### src/rtl/wddl_nor_stage.sv
// WDDL dual-rail NOR2 stage: per-bit optional A inversion, registered output,
// precharge/evaluate sequencing with valid/ready handshake and rail checking.
module wddl_nor_stage #(
    parameter int               WIDTH      = 8,
    parameter logic [WIDTH-1:0] INV_A_MASK = '0,
    parameter int               PRE_CYCLES = 1,
    parameter int               CNT_W      = 16
) (
    input  logic             clk,
    input  logic             rst,
    input  logic [WIDTH-1:0] a_t,
    input  logic [WIDTH-1:0] a_f,
    input  logic [WIDTH-1:0] b_t,
    input  logic [WIDTH-1:0] b_f,
    input  logic             in_valid,
    output logic             in_ready,
    output logic [WIDTH-1:0] y_t,
    output logic [WIDTH-1:0] y_f,
    output logic             y_valid,
    input  logic             y_ready,
    output logic             fault,
    input  logic             fault_clr,
    output logic [CNT_W-1:0] eval_cnt
);

    localparam int CW = $clog2(PRE_CYCLES + 1);

    typedef enum logic [1:0] {PRE, READY, OUT} state_t;

    state_t           state, state_nxt;
    logic [CW-1:0]    pre_cnt;
    logic [WIDTH-1:0] ae_t, ae_f;
    logic [WIDTH-1:0] nor_t, nor_f;
    logic             word_ok;
    logic             accept;
    logic             out_done;

    // Inversion of A is a rail swap, so the gate itself stays positive logic.
    assign ae_t    = (a_f & INV_A_MASK) | (a_t & ~INV_A_MASK);
    assign ae_f    = (a_t & INV_A_MASK) | (a_f & ~INV_A_MASK);
    assign nor_t   = ae_f & b_f;
    assign nor_f   = ae_t | b_t;
    assign word_ok = (&(ae_t ^ ae_f)) & (&(b_t ^ b_f));

    // NOTE: every output of a combinational block gets a default first; a
    // path that leaves one unassigned would infer a latch.
    always_comb begin
        state_nxt = state;
        in_ready  = 1'b0;
        y_valid   = 1'b0;
        accept    = 1'b0;
        out_done  = 1'b0;
        case (state)
            PRE: begin
                if (pre_cnt == CW'(1)) state_nxt = READY;
            end
            READY: begin
                in_ready = 1'b1;
                if (in_valid) begin
                    accept    = 1'b1;
                    state_nxt = word_ok ? OUT : PRE;
                end
            end
            OUT: begin
                y_valid = 1'b1;
                if (y_ready) begin
                    out_done  = 1'b1;
                    state_nxt = PRE;
                end
            end
            default: state_nxt = PRE;
        endcase
    end

    // NOTE: state uses non-blocking assignments so every register samples
    // the pre-edge values; blocking here would create order-dependent races.
    always_ff @(posedge clk or posedge rst) begin
        if (rst) begin
            state   <= PRE;
            pre_cnt <= CW'(PRE_CYCLES);
        end else begin
            state <= state_nxt;
            if (state_nxt == PRE && state != PRE)
                pre_cnt <= CW'(PRE_CYCLES);
            else if (state == PRE)
                pre_cnt <= pre_cnt - CW'(1);
        end
    end

    // Rails are loaded only on accept and cleared on the output handshake,
    // so they are 00 throughout PRE and READY.
    always_ff @(posedge clk or posedge rst) begin
        if (rst) begin
            y_t <= '0;
            y_f <= '0;
        end else if (accept && word_ok) begin
            y_t <= nor_t;
            y_f <= nor_f;
        end else if (out_done) begin
            y_t <= '0;
            y_f <= '0;
        end
    end

    // Set has priority over clear.
    always_ff @(posedge clk or posedge rst) begin
        if (rst)                     fault <= 1'b0;
        else if (accept && !word_ok) fault <= 1'b1;
        else if (fault_clr)          fault <= 1'b0;
    end

    always_ff @(posedge clk or posedge rst) begin
        if (rst)           eval_cnt <= '0;
        else if (out_done) eval_cnt <= eval_cnt + CNT_W'(1);
    end

endmodule

### config.mk
export PLATFORM = sky130hd
export DESIGN_NAME = wddl_nor_stage
export DESIGN_NICKNAME = d
export VERILOG_FILES = /design/src/rtl/wddl_nor_stage.sv
export SDC_FILE = /design/constraint.sdc
export NUM_CORES = 1
export LEC_CHECK = 0
export BUFFER_PORTS_ARGS = -buffer_cell sky130_fd_sc_hd__buf_2
export CAP_MARGIN = 25
export CELL_PAD_IN_SITES_DETAIL_PLACEMENT = 1
export CELL_PAD_IN_SITES_GLOBAL_PLACEMENT = 1
export CORE_AREA = 2 2 56 111
export DETAILED_ROUTE_END_ITERATION = 7
export DIE_AREA = 0 0 58 113
export GPL_TIMING_DRIVEN = 0
export HOLD_SLACK_MARGIN = 0.15
export PLACE_DENSITY = 0.77
export SLEW_MARGIN = 30
export SYNTH_ARGS = -nofsm -noshare
export SYNTH_HDL_FRONTEND = slang
export SYNTH_SLANG_ARGS = --single-unit
### constraint.sdc
create_clock -name clk -period 1.7 [get_ports clk]
set_clock_uncertainty 0.2 [all_clocks]
set_input_delay 0.17 -clock clk [delete_from_list [all_inputs] [get_ports clk]]
set_output_delay 0.17 -clock clk [all_outputs]
set_load 0.02 [all_outputs]
==> results.toml <==
[yosys]
synth_top_cell_by_area = "dfrtp_1"
yosysSeqAreaShare = 0.490
synth_edf_count = 0
synth_simple_gate_area_frac = 0.213
async_flop_share = 1.00
synthMuxAreaShare = 0.101
yosys_warnings = 0
mappedNetlistNets = 195
synth_area_sq_mm = 0.00184
synthAdderAreaFrac = 0.00680
synth.top_cells.by_count = "35 x dfrtp_1, 29 x xnor2_1, 13 x nand2_1, 13 x nor2_1"
synth_flop_cell = "dfrtp_1"
yosysMostFrequentCell = "dfrtp_1"
synth_xor_area_frac = 0.148
synth_compound_area_frac = 0.0177
synth.distinct_cells = 32
ys_top_cells_by_area = "dfrtp_1 48%, xnor2_1 14%, nor4_4 4.6%"
syn_avg_cell_area_sq_um = 11.7
ys_ff_latch = 36
synth_top_family_by_area = "simple AND/OR/NAND/NOR gates"
synth_top_area_share = 0.476
synthCells = 157

[cells_and_area]
finalNetCount = 309
area_growth_pct = 62.1
nFillCells = 625
final_area_sq_mm = 0.00298
drive_gt1_frac = 0.478
final_core_util = 0.527
diodes = 0
final_cells = 333

[place]
post-place-cells = 290
portBuffers = 71
gp_congestion = 0.702
placed_area_sq_mm = 0.00232
dp_hpwl_um = 3810

[power_and_ir_drop]
seqPwrFrac = 0.405
p_int_mw = 1.69
comb_power_share = 0.189
powerDensity_mw_per_mm2 = 761
switching_share = 0.254
clock_power_share = 0.406
leakage_nw = 1.46
ir_drop_v = 0.000712
power_switching_mw = 0.576
total_power_mw = 2.27

[detailed_routing]
wl_um = 5640
firstDrtPassIters = 3
vias_per_cell = 4.91
wl_per_cell_um = 16.9
drt.antenna.violating_nets = 0
drc_errors = 0
via_count = 1636
drt_iter0_drc = 24

[worst_setup_path]
cp-end-kind = "flop"
worst_path_max_delay_cell = "nor4_4"
reg2reg_from = "state[0]$_DFF_PP0_"
cp.arrival_ns = 1.62
cp.buffers_inverters = 2
crit_chain = "buf_8, xnor2_4, nor4_4, nand4_4, nor2_8, buf_12, mux2_4"
crit_type = "primary input to flop"
cp-start-kind = "primary input"
cp_data_required_time_ns = 1.66
critPathMaxFanout = 4
critPathMaxStageDelay_ns = 0.39
startpoint = "b_t[1]"
crit_family = "simple AND/OR/NAND/NOR gates"

[floorplanning]
chipWidth_um = 58
dieArea_sq_mm = 0.00655
io_pins = 72
floorplan.initialDensity = 0.325
core-area_sq_mm = 0.00566
fp-row-count = 39
die_y_um = 113

[min_path]
hold_class = "primary input to async pin"

[sta]
worstMarginPinSlew_ns = 0.458
slew_headroom = 0.693
drv_slew = 0
period_share = 0.975
timing.fmax_mhz = 603
rsz0062_at_grt = "yes"
finalSetupTns_ns = 0
post-route-min-period_ns = 1.66
setup_violations = 0
hold_violations = 0

[global_routing]
grt_pass1_wl_um = 8850
grt_max_degree = 21
grt-ovfl-total = 0
antenna_found_initial = 0
grtUsageTotal = 0.179
first_global_vias = 1793

[clock_tree]
cts_tree = "yes"
insertion_delay_ns = 0.28
cts_sinks = 36
cts.htree.levels = 2
cts_root_buf = "clkbuf_16"
clk_transition_reported_paths_ns = 0.05
numCtsBuffers = 5
cts_max_path_buffers = 2

[outcome]
status = "finished, final reports clean"

[flow_run]
max_cap_viol_count = 0
[what timing repair did]
action,4_1_cts,5_1_grt
endpoints found under the hold margin,56,2
buffers inserted,11,2
endpoints found under the setup margin,27,27
hold buffers,21,2
resized for setup,20,23
gates cloned,1,0
pin swaps,6,5
[state kept, by name, summed over array words and instances (netlist names)]
| signal | flops |
|---|---|
| pre_cnt | 1 |
| state | 2 |
| y_f | 8 |
| eval_cnt | 16 |
| y_t | 8 |
| fault | 1 |
[worst reg2reg max path, cell delays in order (launching register included)]
cell and delay, ns:
dfrtp_2 0.42, nand3b_1 0.17, buf_6 0.15, clkbuf_8 0.15, and2_0 0.16, mux2_4 0.27
[worst paths after layout]
kind / endpoint / slack, ns / cells past startpoint
min in group clk: eval_cnt[4]$_DFFE_PP0P_ / 0.26 / 5
max reg2reg: y_t[1]$_DFFE_PP0P_ / 0.05 / 5
max in group asynchronous: pre_cnt$_DFFE_PP1P_ / 0.54 / 4
min reg2reg: eval_cnt[15]$_DFFE_PP0P_ / 0.26 / 1
max: y_t[7]$_DFFE_PP0P_ / 0.04 / 7
min: eval_cnt[11]$_DFFE_PP0P_ / 0.24 / 3
[area by class of cell]
class                      instances  area (sq um)  share of cell area
inverter                           4          15.0             0.00504
sequential                        36           907               0.304
tap                               61          76.3              0.0256
clock buffer                       6           139              0.0466
clock inverter                     2          10.0             0.00336
buffer                             3          45.0              0.0151
multi-input combinational        114          1010               0.339
timing repair buffer             107           779               0.261
[cells in the final DEF, fill, tap and decap left out, types with 4 or more instances in the layout]
master / instances
buf_2: 67
dfrtp_1: 31
xnor2_1: 27
dlygate4sd3_1: 21
nand2_1: 12
nor2_1: 10
buf_6: 8
mux2i_1: 8
mux2_4: 7
and2_0: 7
buf_4: 7
nand3_1: 6
clkbuf_16: 5
nor4_4: 4
buf_12: 4
dfrtp_2: 4
[routing by layer]
| metal | part of all wire | global-route usage | up-vias |
|---|---|---|---|
| li1 | - | - | 753 |
| met1 | 0.34 | 0.181 | 814 |
| met2 | 0.59 | 0.351 | 56 |
| met3 | 0.037 | 0.0251 | 13 |
| met4 | 0.030 | 0.0636 | 0 |
| met5 | 0 | 0 | - |
[per-stage QoR]
stage / setup WS, ns / hold WS, ns
after floorplan: -0.0340 / 0.0506
after global placement: -0.368 / 0.147
after detailed placement: -0.400 / -0.00827
after CTS: 0.00447 / 0.249
after global routing: -0.0182 / 0.281
final: 0.0419 / 0.236
[cells by family after synthesis]
| kind of cell | Yosys count |
|---|---|
| simple gates | 60 |
| compound gates | 5 |
| xor+xnor | 31 |
| buf+inv | 7 |
| fa+ha+maj | 1 |
| mux | 17 |
| flops | 36 |
[power by group through the flow]
stage | Sequential, mW | Clock (mW) | Combinational (mW)
after global routing | 0.923 | 0.963 | 0.465
after CTS | 0.919 | 0.936 | 0.396
after global placement | 0.937 | 0 | 0.292
final | 0.919 | 0.920 | 0.429
after detailed placement | 0.941 | 0 | 0.309
after floorplan | 0.941 | 0 | 0.188
No activity file was read; power rests on OpenSTA's default activity.
